## src/rtl/spi_cmd_master.sv

```systemverilog
// -----------------------------------------------------------------------------
// spi_cmd_master
// SPI mode-0 initiator for the motor-controller command link. A 16-bit command
// word is shifted out MSB first on MOSI while the responder's 16-bit reply is
// captured from MISO in the same frame.
//
// Ports
//   CLK        system clock, rising edge
//   reset      asynchronous active-high reset
//   cmd_valid  command word available
//   cmd_ready  command can be accepted (IDLE and not in reset)
//   cmd_word   16-bit command, sampled on the accept edge
//   rsp_valid  one-cycle pulse, rsp_word holds the completed frame's reply
//   rsp_word   word received on MISO during the last frame
//   busy       high from the accept edge through the end of the gap
//   SCK        SPI clock, idles low
//   MOSI       serial data to the responder
//   MISO       serial data from the responder
//   SSEL       active-low frame select
// -----------------------------------------------------------------------------
module spi_cmd_master #(
   parameter int CLK_DIV  = 4,
   parameter int CS_SETUP = 2,
   parameter int CS_HOLD  = 2,
   parameter int GAP      = 4
) (
   input  logic        CLK,
   input  logic        reset,
   input  logic        cmd_valid,
   output logic        cmd_ready,
   input  logic [15:0] cmd_word,
   output logic        rsp_valid,
   output logic [15:0] rsp_word,
   output logic        busy,
   output logic        SCK,
   output logic        MOSI,
   input  logic        MISO,
   output logic        SSEL
);

   typedef enum logic [2:0] {
      ST_IDLE  = 3'd0,
      ST_SETUP = 3'd1,
      ST_SHIFT = 3'd2,
      ST_HOLD  = 3'd3,
      ST_GAP   = 3'd4
   } state_t;

   localparam int CNT_W = 16;
   // Counters are loaded with N-1 and the phase ends on the cycle they read 0.
   localparam logic [CNT_W-1:0] SETUP_LOAD = CNT_W'(CS_SETUP - 1);
   localparam logic [CNT_W-1:0] DIV_LOAD   = CNT_W'(CLK_DIV - 1);
   localparam logic [CNT_W-1:0] HOLD_LOAD  = CNT_W'(CS_HOLD - 1);
   localparam logic [CNT_W-1:0] GAP_LOAD   = CNT_W'(GAP - 1);
   localparam logic [CNT_W-1:0] CNT_ZERO   = CNT_W'(0);
   localparam logic [CNT_W-1:0] CNT_ONE    = CNT_W'(1);

   state_t            state_r, state_s;
   logic [CNT_W-1:0]  cnt_r, cnt_s;
   logic [4:0]        edge_cnt_r, edge_cnt_s;   // SCK toggles within the frame
   logic [15:0]       tx_shift_r, tx_shift_s;
   logic [15:0]       rx_shift_r, rx_shift_s;
   logic              sck_r, sck_s;
   logic              mosi_r, mosi_s;
   logic              ssel_r, ssel_s;
   logic              busy_r, busy_s;
   logic              rsp_valid_r, rsp_valid_s;
   logic [15:0]       rsp_word_r, rsp_word_s;

   // Next-state and next-output logic for the frame sequencer.
   always_comb begin
      state_s     = state_r;
      cnt_s       = cnt_r;
      edge_cnt_s  = edge_cnt_r;
      tx_shift_s  = tx_shift_r;
      rx_shift_s  = rx_shift_r;
      sck_s       = sck_r;
      mosi_s      = mosi_r;
      ssel_s      = ssel_r;
      busy_s      = busy_r;
      rsp_valid_s = 1'b0;
      rsp_word_s  = rsp_word_r;

      case (state_r)
         ST_IDLE: begin
            if (cmd_valid) begin
               state_s    = ST_SETUP;
               cnt_s      = SETUP_LOAD;
               edge_cnt_s = 5'd0;
               // Bit 15 goes straight to MOSI; the register holds the
               // remaining bits pre-shifted so its MSB is always the next bit.
               tx_shift_s = {cmd_word[14:0], 1'b0};
               rx_shift_s = 16'h0000;
               mosi_s     = cmd_word[15];
               ssel_s     = 1'b0;
               busy_s     = 1'b1;
            end else begin
               state_s    = ST_IDLE;
            end
         end
         ST_SETUP: begin
            if (cnt_r == CNT_ZERO) begin
               state_s = ST_SHIFT;
               cnt_s   = DIV_LOAD;
            end else begin
               cnt_s   = cnt_r - CNT_ONE;
            end
         end
         ST_SHIFT: begin
            if (cnt_r == CNT_ZERO) begin
               cnt_s      = DIV_LOAD;
               sck_s      = ~sck_r;
               edge_cnt_s = edge_cnt_r + 5'd1;
               if (!sck_r) begin
                  // Rising toggle: sample MISO as seen at this edge.
                  rx_shift_s = {rx_shift_r[14:0], MISO};
               end else if (edge_cnt_r == 5'd31) begin
                  // 16th falling toggle: MOSI keeps bit 0 through HOLD.
                  state_s    = ST_HOLD;
                  cnt_s      = HOLD_LOAD;
               end else begin
                  mosi_s     = tx_shift_r[15];
                  tx_shift_s = {tx_shift_r[14:0], 1'b0};
               end
            end else begin
               cnt_s = cnt_r - CNT_ONE;
            end
         end
         ST_HOLD: begin
            if (cnt_r == CNT_ZERO) begin
               state_s     = ST_GAP;
               cnt_s       = GAP_LOAD;
               ssel_s      = 1'b1;
               mosi_s      = 1'b0;
               rsp_word_s  = rx_shift_r;
               rsp_valid_s = 1'b1;
            end else begin
               cnt_s = cnt_r - CNT_ONE;
            end
         end
         ST_GAP: begin
            if (cnt_r == CNT_ZERO) begin
               state_s = ST_IDLE;
               busy_s  = 1'b0;
            end else begin
               cnt_s   = cnt_r - CNT_ONE;
            end
         end
         default: begin
            // Illegal encoding: drop back to a quiet bus.
            state_s = ST_IDLE;
            cnt_s   = CNT_ZERO;
            sck_s   = 1'b0;
            mosi_s  = 1'b0;
            ssel_s  = 1'b1;
            busy_s  = 1'b0;
         end
      endcase
   end

   // State and output registers; reset forces an idle, deselected bus at once.
   always_ff @(posedge CLK or posedge reset) begin
      if (reset) begin
         state_r     <= ST_IDLE;
         cnt_r       <= CNT_ZERO;
         edge_cnt_r  <= 5'd0;
         tx_shift_r  <= 16'h0000;
         rx_shift_r  <= 16'h0000;
         sck_r       <= 1'b0;
         mosi_r      <= 1'b0;
         ssel_r      <= 1'b1;
         busy_r      <= 1'b0;
         rsp_valid_r <= 1'b0;
         rsp_word_r  <= 16'h0000;
      end else begin
         state_r     <= state_s;
         cnt_r       <= cnt_s;
         edge_cnt_r  <= edge_cnt_s;
         tx_shift_r  <= tx_shift_s;
         rx_shift_r  <= rx_shift_s;
         sck_r       <= sck_s;
         mosi_r      <= mosi_s;
         ssel_r      <= ssel_s;
         busy_r      <= busy_s;
         rsp_valid_r <= rsp_valid_s;
         rsp_word_r  <= rsp_word_s;
      end
   end

   assign cmd_ready = (state_r == ST_IDLE) && !reset;
   assign SCK       = sck_r;
   assign MOSI      = mosi_r;
   assign SSEL      = ssel_r;
   assign busy      = busy_r;
   assign rsp_valid = rsp_valid_r;
   assign rsp_word  = rsp_word_r;

endmodule

```

## config.mk

```make
export PLATFORM = sky130hd
export DESIGN_NAME = spi_cmd_master
export DESIGN_NICKNAME = d
export VERILOG_FILES = /design/src/rtl/spi_cmd_master.sv
export SDC_FILE = /design/constraint.sdc
export NUM_CORES = 1
export LEC_CHECK = 0
export ABC_AREA = 1
export ABC_CLOCK_PERIOD_IN_PS = 6400
export BUFFER_PORTS_ARGS = -buffer_cell sky130_fd_sc_hd__buf_4
export CAP_MARGIN = 20
export CORE_MARGIN = 2
export CORE_UTILIZATION = 35
export CTS_CLUSTER_DIAMETER = 30
export DETAILED_ROUTE_END_ITERATION = 12
export PLACE_DENSITY = 0.49
export SLEW_MARGIN = 15
export SYNTH_ARGS = -nofsm -noshare
export SYNTH_HDL_FRONTEND = slang
export SYNTH_SLANG_ARGS = --single-unit
export TNS_END_PERCENT = 20
```

## constraint.sdc

```tcl
create_clock -name CLK -period 6.4 [get_ports CLK]
set_input_delay 1.28 -clock CLK [delete_from_list [all_inputs] [get_ports CLK]]
set_output_delay 1.28 -clock CLK [all_outputs]
set_load 0.005 [all_outputs]
```

==> impl_metrics.json, run 1 <==
{
  "post_cts_buffers": 0,
  "cts-buffers-inserted": 9,
  "cts_buffer_depth": 2,
  "numClockSinks": 76,
  "reg2reg_from": "state_r[2]$_DFFE_PP0P_",
  "start_kind": "input port",
  "ys_ff_latch": 76,
  "vias_per_cell": 4.76,
  "synthMuxAreaShare_pct": 0,
  "synthSimpleGateAreaFrac_pct": 34.8,
  "slew_viol_final": 0,
  "cts_tree": "yes",
  "setup_viol": 0,
  "path_class": "input port to output port",
  "ys_types": 30,
  "core.rowCount": 39,
  "wl_mm": 9.11,
  "reg2reg_to": "rx_shift_r[6]$_DFFE_PP0P_",
  "worst_slew_pin_slew_ns": 0.798,
  "clock_latency_ns": 0.34,
  "r2r_cells": 8,
  "hold-path-endpoint": "SSEL$_DFFE_PP1P_",
  "drt-initial-drc-count": 182,
  "grt_max_degree": 77,
  "die_w_um": 111,
  "grt_pass1_vias": 3300,
  "hp-class": "register to register",
  "fmax_mhz": 347,
  "synthesis.nets": 558,
  "setup_tns_ns": 0,
  "fin_worst_skew_ns": 0.00706,
  "p_leak_nw": 2.48,
  "post-route-period-util_pct": 45.1,
  "htree_levels": 3,
  "core-area_um2": 11300,
  "track_usage_pct": 15.9,
  "r2r_slack_ns": 3.72,
  "syn_inst": 534,
  "die-area_um2": 12300,
  "yosysTopAreaCell": "dfrtp_1",
  "synth_area_leaders": "dfrtp_1 47%, nand2_1 18%, nor2_1 5.3%, o21ai_0 5.1%, nand3_1 4.8%",
  "port_buffers": 41,
  "worstPathArrival_ns": 1.61,
  "peakVddDrop_mv": 0.0873,
  "yosysTopAreaCellShare_pct": 46.9,
  "grt_overflow": 0,
  "synth-compound-area-share_pct": 6.73,
  "dr.pass1.iters": 6,
  "ant_nets": 0,
  "syn_to_final_growth_pct": 17.7,
  "crit_fanout": 2,
  "synthAdderAreaFrac_pct": 1.25,
  "die_h_um": 111,
  "antenna_found_initial": 0,
  "fin_nets": 593,
  "rsz0062_at_grt": "false",
  "initial_core_util_pct": 35.5,
  "root_buffer": "clkbuf_16",
  "place_hpwl_mm": 6.03,
  "maxSlewHeadroom_pct": 46.6,
  "synth_top_family_by_area": "simple AND/OR/NAND/NOR gates",
  "yosysSeqAreaShare_pct": 47.6,
  "ios": 42,
  "post-place-ws_ns": 3.42,
  "num_vias": 3410,
  "yosys_warnings": 0,
  "wl_per_cell_um": 12.7,
  "hold_depth": 2,
  "setup_slack_ns": 3.51,
  "min_period_ns": 2.89,
  "power_density_nw_per_um2": 220,
  "clk_pin_slew_ns": 0.06,
  "holdCritStartpoint": "SSEL$_DFFE_PP1P_",
  "drc": 0,
  "place_congestion": 0.840,
  "synth_xor_area_share_pct": 1.10,
  "end_kind": "output port",
  "required_ns": 5.12,
  "avgSynthCellArea_um2": 7.49,
  "status": "complete, no violations",
  "cts.hold.buffers_added": 0,
  "drive_gt1_share_pct": 14.6,
  "cts-resized-gates": 0,
  "grt_pass1_wl_mm": 15.7,
  "insertedDiodeCount": 0,
  "finalHoldViolations": 0,
  "drv_cap": 0,
  "syn_area_um2": 4000
}
[critical path: stages]
cell and delay (ns):
buf_4 0.12, nor2_1 0.10, buf_4 0.11
[logic make-up (layout without fill, tap and decap cells)]
group | count (synthesis) | count (layout)
buffers and inverters | 74 | 114
AOI/OAI and AO/OA | 52 | 52
xor gates and xnor gates | 5 | 5
adders and majority gates | 4 | 4
DFF | 76 | 76
and+or+nand+nor | 323 | 323
[flip-flops by register name, indices dropped and copies added (netlist names)]
register    flops
MOSI            1
cnt_r          16
edge_cnt_r      5
rsp_word       16
busy            1
rsp_valid       1
SSEL            1
rx_shift_r     16
tx_shift_r     15
state_r         3
SCK             1
[synth_stat cells]
master     count
nand2_1      196
dfrtp_1       75
nor2_1        56
inv_1         49
o21ai_0       41
nand3_1       38
nand4_1       10
buf_2          6
nor2_2         6
buf_6          5
clkbuf_1       5
inv_2          5
o21ai_1        5
xor2_1         5
ha_1           4
nand3b_1       4
a21oi_1        3
buf_4          3
nand2_4        3
nor2_4         3
nand2_2        2
nor3_1         2
a2bb2oi_1      1
and2_1         1
dfstp_2        1
inv_6          1
nand3_2        1
nor2_8         1
o211ai_1       1
o31ai_1        1
[stage by stage]
stage                     power [mW]  cells  util, %  hold slack (ns)  area [um2]
after floorplan                0.503    534        -            0.442        4000
after global placement         0.517    700     38.7            0.454        4360
after detailed placement       0.517    700     38.7            0.459        4360
after CTS                       1.05    716     41.5            0.470        4670
after global routing            1.08    717     41.8            0.490        4710
final                           1.04    717     41.8            0.464        4710
[per-layer routing]
| layer | vias to the layer above | track usage [%] | routed length [um] |
|---|---|---|---|
| met4 | 0 | 8.00 | 200 |
| li1 | 1746 | - | - |
| met5 | - | 0 | 0 |
| met2 | 32 | 26.1 | 4310 |
| met1 | 1621 | 19.8 | 4370 |
| met3 | 11 | 3.50 | 223 |
[final cells by class]
cell class | instances | area (um2)
Fill cell | 1216 | 6570
Sequential cell | 76 | 1900
Multi-Input combinational cell | 384 | 1760
Timing Repair Buffer | 43 | 343
Clock buffer | 11 | 253
Inverter | 55 | 211
Tap cell | 143 | 179
Clock inverter | 5 | 57.6
[worst max path at each step]
stage                                      start  depth (start not counted)                        end
after detailed placement               cmd_valid                          6       cnt_r[6]$_DFFE_PP0P_
after global routing      state_r[2]$_DFFE_PP0P_                          9  rx_shift_r[6]$_DFFE_PP0P_
after CTS                                  reset                          3                  cmd_ready
final                                      reset                          3                  cmd_ready
after global placement                 cmd_valid                          6       cnt_r[3]$_DFFE_PP0P_
after floorplan                            reset                          1           MOSI$_DFFE_PP0P_
[power by group]
group	internal (mW)	total, mW	switching [mW]
Combinational	0.0128	0.0274	0.0146
Sequential	0.481	0.482	0.000355
Clock	0.324	0.526	0.203
Total	0.818	1.04	0.218
[cells in the final DEF, fill, tap and decap left out, types with 2 or more instances in the layout]
cell,synthesis,layout
clkbuf_16,0,9
clkbuf_8,0,2
o21ai_0,41,41
nor2_2,6,6
nand2_2,2,2
a21oi_1,3,3
nand4_1,10,10
o21ai_1,5,5
nand3_1,38,37
ha_1,4,4
xor2_1,5,5
nand2_4,3,3
nand2_1,196,196
buf_4,3,42
inv_6,1,2
nand3_2,1,2
inv_2,5,6
nor3_1,2,2
inv_1,49,48
clkinv_2,0,2
nor2_4,3,3
nor2_1,56,56
nand3b_1,4,4
dfrtp_1,75,75
Power figures use the tool's default switching activity.
==> run 2, diff against run 1 <==
--- a/config.mk
+++ b/config.mk
@@ -6,14 +6,14 @@
 export NUM_CORES = 1
 export LEC_CHECK = 0
 export ABC_AREA = 1
-export ABC_CLOCK_PERIOD_IN_PS = 6400
+export ABC_CLOCK_PERIOD_IN_PS = 2520
 export BUFFER_PORTS_ARGS = -buffer_cell sky130_fd_sc_hd__buf_4
 export CAP_MARGIN = 20
 export CORE_MARGIN = 2
 export CORE_UTILIZATION = 35
 export CTS_CLUSTER_DIAMETER = 30
 export DETAILED_ROUTE_END_ITERATION = 12
-export PLACE_DENSITY = 0.49
+export PLACE_DENSITY = 0.51
 export SLEW_MARGIN = 15
 export SYNTH_ARGS = -nofsm -noshare
 export SYNTH_HDL_FRONTEND = slang
==> constraint.sdc (replaced) <==
create_clock -name CLK -period 2.52 [get_ports CLK]
set_input_delay 0.504 -clock CLK [delete_from_list [all_inputs] [get_ports CLK]]
set_output_delay 0.504 -clock CLK [all_outputs]
set_load 0.005 [all_outputs]
==> run 2 against run 1 <==
  * Clock power increased to 2.7 times the previous value
  * First-iteration DRC count rose by 24%
  * Combinational power increased by 140%
  * Critical path depth rose by 5
  * Register-to-register slack got worse by 3.2 ns
  * Setup slack lost 3.0 ns
  * Non-clock buffer count up 6
  * Sequential power grew to 2.5 times the previous value
  * Wire length increased by 0.29%
  * Utilization up 0.23 points
  * Largest power group unchanged
==> impl_metrics.json, run 2 (same netlist as run 1, synthesis figures left out) <==
{
  "status": "complete, no violations",
  "cts_tree": "yes",
  "maxSlewHeadroom_pct": 59.6,
  "cts-resized-gates": 0,
  "rsz0062_at_grt": "false",
  "path_class": "register to register",
  "power_density_nw_per_um2": 570,
  "core-area_um2": 11300,
  "dr_wl_met3_um": 307,
  "worst_slew_pin_slew_ns": 0.605,
  "r2r_cells": 8,
  "die_h_um": 111,
  "wl_per_cell_um": 12.6,
  "grt_pass1_vias": 3449,
  "syn_to_final_growth_pct": 18.4,
  "grt_max_degree": 34,
  "die-area_um2": 12300,
  "required_ns": 2.80,
  "initial_core_util_pct": 35.5,
  "place_congestion": 0.810,
  "fin_worst_skew_ns": 0.00945,
  "htree_levels": 3,
  "ant_nets": 0,
  "num_vias": 3404,
  "setup_viol": 0,
  "end_kind": "register",
  "clkPwrFrac_pct": 52.1,
  "p_leak_nw": 2.50,
  "slew_viol_final": 0,
  "post_cts_buffers": 0,
  "numClockSinks": 76,
  "ios": 42,
  "post-place-ws_ns": 0.519,
  "drt-met1-wl_mm": 4.15,
  "fin_nets": 599,
  "highest_layer": "met4",
  "dp_cells": 707,
  "setup_slack_ns": 0.528,
  "grt_pass1_wl_mm": 16.2,
  "startpoint": "cnt_r[1]$_DFFE_PP0P_",
  "met2WireLength_mm": 4.42,
  "cts.hold.buffers_added": 0,
  "die_w_um": 111,
  "power_frac_comb_pct": 2.5,
  "insertedDiodeCount": 0,
  "clk_pin_slew_ns": 0.06,
  "reg2reg_from": "cnt_r[1]$_DFFE_PP0P_",
  "port_buffers": 41,
  "wl_mm": 9.13,
  "fmax_mhz": 502,
  "endpoint": "cnt_r[15]$_DFFE_PP0P_",
  "peakVddDrop_mv": 0.328,
  "min_period_ns": 1.99,
  "core.rowCount": 39,
  "vias_per_cell": 4.71,
  "r2r_slack_ns": 0.53,
  "layout_commonest_cell": "nand2_1",
  "layout_common_cells": "196 x nand2_1, 75 x dfrtp_1, 56 x nor2_1, 49 x buf_4, 48 x inv_1",
  "clock_latency_ns": 0.35,
  "drc": 0,
  "cts-buffers-inserted": 9,
  "drive_gt1_share_pct": 15.0,
  "p_total_mw": 2.70,
  "track_usage_pct": 16.4,
  "setup_tns_ns": 0,
  "final_util_pct": 42.0,
  "start_kind": "register",
  "post-route-period-util_pct": 79.0,
  "dr.pass1.iters": 4,
  "power_frac_seq_pct": 45.4,
  "place_hpwl_mm": 6.39,
  "reg2reg_to": "cnt_r[15]$_DFFE_PP0P_",
  "grt_overflow": 0,
  "worstPathArrival_ns": 2.27,
  "switching_share_pct": 20.6,
  "finalHoldViolations": 0,
  "root_buffer": "clkbuf_16",
  "final_cells": 722,
  "antenna_found_initial": 0,
  "internal_power_mw": 2.14,
  "drt-initial-drc-count": 225,
  "hp-class": "input port to asynchronous set/reset pin",
  "crit_fanout": 15,
  "drv_cap": 0,
  "power.switching_mw": 0.557,
  "cts_buffer_depth": 2
}
[run 2: cell count changes in the layout (fill, tap and decap cells not counted)]
cell       before  now
clkbuf_1        0    1
nand3_2         2    1
clkbuf_8        2    1
nand3_1        37   38
bufinv_16       1    2
inv_6           2    1
buf_16          1    0
clkinv_2        2    1
buf_4          42   49
[run 2: how the worst min path moves through the flow]
stage                                from                    endpoint  slack, ns  cells after the start
2_1_floorplan  tx_shift_r[10]$_DFFE_PP0P_  tx_shift_r[10]$_DFFE_PP0P_       0.44                      2
3_3_place_gp    tx_shift_r[3]$_DFFE_PP0P_   tx_shift_r[3]$_DFFE_PP0P_       0.46                      2
3_5_place_dp    tx_shift_r[8]$_DFFE_PP0P_   tx_shift_r[8]$_DFFE_PP0P_       0.46                      2
4_1_cts                             reset        cnt_r[0]$_DFFE_PP0P_       0.27                      2
5_1_grt                             reset        cnt_r[0]$_DFFE_PP0P_       0.29                      2
6_report                            reset        cnt_r[0]$_DFFE_PP0P_       0.23                      2
[run 2: layout make-up]
cell class,count,area (um2)
fill,1170,6540
sequential,76,1900
multi-input combinational,384,1760
timing repair buffer,49,368
clock buffer,11,243
inverter,55,211
tap,143,179
clock inverter,4,73.8
[run 2: metrics by stage]
step,instance area [um2],hold WS [ns]
global placement,4420,0.456
global route,4730,0.291
floorplan,4000,0.442
finish,4730,0.235
CTS,4730,0.265
detailed placement,4420,0.462
[run 2: critical path: stages, from the launching register on]
cell	delay, ns
dfrtp_1	0.39
inv_1	0.13
ha_1	0.19
nand2_1	0.07
nor2_2	0.16
nand3_2	0.28
nand2_1	0.41
nor2_2	0.16
nor2_1	0.14
[run 2: per-layer routing]
metal	global-route usage (%)	up-vias
met5	0	-
met4	8.08	0
met3	4.10	18
met2	26.8	48
met1	20.3	1584
li1	-	1754
[run 2: power by group through the flow]
stage / clock network, mW / logic (mW) / registers [mW]
2_1_floorplan: 0 / 0.0303 / 1.25
3_3_place_gp: 0 / 0.0694 / 1.25
3_5_place_dp: 0 / 0.0705 / 1.25
4_1_cts: 1.44 / 0.0706 / 1.22
5_1_grt: 1.50 / 0.0783 / 1.22
6_report: 1.41 / 0.0671 / 1.22
==> run 3, diff against run 2 <==
--- a/config.mk
+++ b/config.mk
@@ -6,7 +6,7 @@
 export NUM_CORES = 1
 export LEC_CHECK = 0
 export ABC_AREA = 1
-export ABC_CLOCK_PERIOD_IN_PS = 2520
+export ABC_CLOCK_PERIOD_IN_PS = 1800
 export BUFFER_PORTS_ARGS = -buffer_cell sky130_fd_sc_hd__buf_4
 export CAP_MARGIN = 20
 export CORE_MARGIN = 2
==> constraint.sdc (replaced) <==
create_clock -name CLK -period 1.8 [get_ports CLK]
set_input_delay 0.36 -clock CLK [delete_from_list [all_inputs] [get_ports CLK]]
set_output_delay 0.36 -clock CLK [all_outputs]
set_load 0.005 [all_outputs]
==> run 3 against run 2 <==
  * Combinational power is 41% higher
  * Critical endpoint is now cmd_ready
  * Register-to-register slack got worse by 0.37 ns
  * Cell count grew 2.6%
  * Clock-buffer cell count up 1
  * Die area did not move
==> impl_metrics.json, run 3 (same netlist as run 1, synthesis figures left out) <==
{
  "crit_slowest_cell": "dfrtp_1",
  "layout_commonest_cell": "nand2_1",
  "place_congestion": 0.794,
  "root_buffer": "clkbuf_16",
  "track_usage_pct": 15.7,
  "dr.pass1.iters": 5,
  "initial_core_util_pct": 35.5,
  "cts-buffers-inserted": 9,
  "drc": 0,
  "peakVddDrop_mv": 0.369,
  "start_kind": "register",
  "rsz0062_at_grt": "false",
  "required_ns": 1.44,
  "register_area_um2": 1900,
  "crit_fanout": 5,
  "numClockSinks": 76,
  "multi_input_area_um2": 1790,
  "power_density_nw_per_um2": 752,
  "clkPwrFrac_pct": 51.4,
  "setup_tns_ns": 0,
  "hp-class": "input port to asynchronous set/reset pin",
  "power_frac_comb_pct": 2.5,
  "final_util_pct": 43.9,
  "grt_pass1_vias": 3496,
  "fin_worst_skew_ns": 0.00689,
  "power.switching_mw": 0.749,
  "slew_viol_final": 0,
  "syn_to_final_growth_pct": 23.7,
  "die_w_um": 111,
  "htree_levels": 3,
  "num_vias": 3455,
  "worst_slew_pin_slew_ns": 0.443,
  "maxSlewHeadroom_pct": 70.5,
  "fmax_mhz": 601,
  "setup_viol": 0,
  "fill_cells": 1143,
  "grt_overflow": 0,
  "clock_latency_ns": 0.34,
  "ant_nets": 0,
  "antenna_found_initial": 0,
  "fin_nets": 617,
  "post_cts_buffers": 0,
  "vias_per_cell": 4.66,
  "internal_power_mw": 2.97,
  "status": "complete, no violations",
  "port_buffers": 41,
  "cts_tree": "yes",
  "die-area_um2": 12300,
  "end_kind": "output port",
  "drt-initial-drc-count": 155,
  "grt_pass1_wl_mm": 15.8,
  "insertedDiodeCount": 0,
  "path_class": "register to output port",
  "crit_family": "flip-flops",
  "clk_pin_slew_ns": 0.06,
  "core.rowCount": 39,
  "post-route-period-util_pct": 92.4,
  "cp_slowest_stage_delay_ns": 0.47,
  "worstPathArrival_ns": 1.30,
  "cts_buffer_depth": 2,
  "power_frac_seq_pct": 46.1,
  "die_h_um": 111,
  "path_cells": "nor2_4 -> nand2_1 -> nor2_1 -> buf_4",
  "min_period_ns": 1.66,
  "finalHoldViolations": 0,
  "critPathBufInv": 1,
  "ios": 42,
  "place_hpwl_mm": 6.28,
  "grt_max_degree": 77,
  "p_leak_nw": 2.60,
  "layout_common_cells": "195 x nand2_1, 75 x dfrtp_1, 63 x buf_4, 53 x nor2_1, 47 x inv_1",
  "drive_gt1_share_pct": 18.2,
  "switching_share_pct": 20.1,
  "wl_per_cell_um": 12.0,
  "wl_mm": 8.90,
  "drv_cap": 0,
  "core-area_um2": 11300
}
## run 3: cell types whose count changed in the layout (fill, tap and decap cells not counted), sizes merged
| cell | before | now |
|---|---|---|
| clkinv | 2 | 3 |
| clkbuf | 11 | 12 |
| buf | 49 | 67 |
| clkinvlp | 0 | 1 |
| inv | 55 | 53 |
## run 3: worst paths after layout
kind	start	to	slack (ns)	depth (start not counted)
max in group asynchronous	reset	rx_shift_r[10]$_DFFE_PP0P_	1.31	3
worst max register to register	edge_cnt_r[0]$_DFFE_PP0P_	tx_shift_r[11]$_DFFE_PP0P_	0.16	10
worst min register to register	SSEL$_DFFE_PP1P_	SSEL$_DFFE_PP1P_	0.47	2
worst max-delay path	state_r[0]$_DFFE_PP0P_	cmd_ready	0.14	4
min in group CLK	cmd_word[5]	tx_shift_r[6]$_DFFE_PP0P_	0.35	5
worst min-delay path	reset	busy$_DFFE_PP0P_	0.12	3
## run 3: per-stage QoR
step	worst slack, ns	cells	hold slack, ns	area, um2	power [mW]
finish	0.137	741	0.120	4940	3.72
global route	0.00786	741	0.190	4940	3.87
CTS	0.0730	741	0.159	4890	3.79
detailed placement	0.0857	725	0.459	4580	1.84
global placement	0.111	725	0.457	4580	1.84
floorplan	0.211	534	0.442	4000	1.79
## run 3: cell type report
cell class | instances | share of cell area [%]
Sequential cell | 76 | 38.5
Inverter | 55 | 4.50
Timing Repair Buffer | 67 | 10.8
Clock buffer | 12 | 4.78
Tap cell | 143 | 3.62
Multi-Input combinational cell | 384 | 36.3
Clock inverter | 4 | 1.49
## run 3: worst register-to-register path, delay by kind of cell (launching register included)
| family | cells | cell delay [ns] |
|---|---|---|
| and+or+nand+nor | 7 | 0.60 |
| adders and majority gates | 2 | 0.43 |
| DFF | 1 | 0.42 |
| buffers and inverters | 1 | 0.08 |
## run 3: per-layer routing
| metal | up-vias | share of wire, % | global-route usage, % |
|---|---|---|---|
| met1 | 1631 | 47 | 19.3 |
| met4 | 0 | 1.2 | 5.00 |
| met2 | 33 | 49 | 27.4 |
| li1 | 1785 | - | - |
| met3 | 6 | 2.9 | 3.61 |
| met5 | - | 0 | 0 |
## run 3: power groups by stage
stage | clock network [mW] | registers (mW) | logic (mW)
2_1_floorplan | 0 | 1.74 | 0.0429
4_1_cts | 1.98 | 1.71 | 0.0993
5_1_grt | 2.04 | 1.71 | 0.110
3_5_place_dp | 0 | 1.74 | 0.0991
3_3_place_gp | 0 | 1.74 | 0.0981
6_report | 1.91 | 1.71 | 0.0948
## run 3: what timing repair did
| action | CTS | global route |
|---|---|---|
| setup endpoints to repair | 0 | 39 |
| hold buffers | 0 | 0 |
| resized for setup | 0 | 14 |
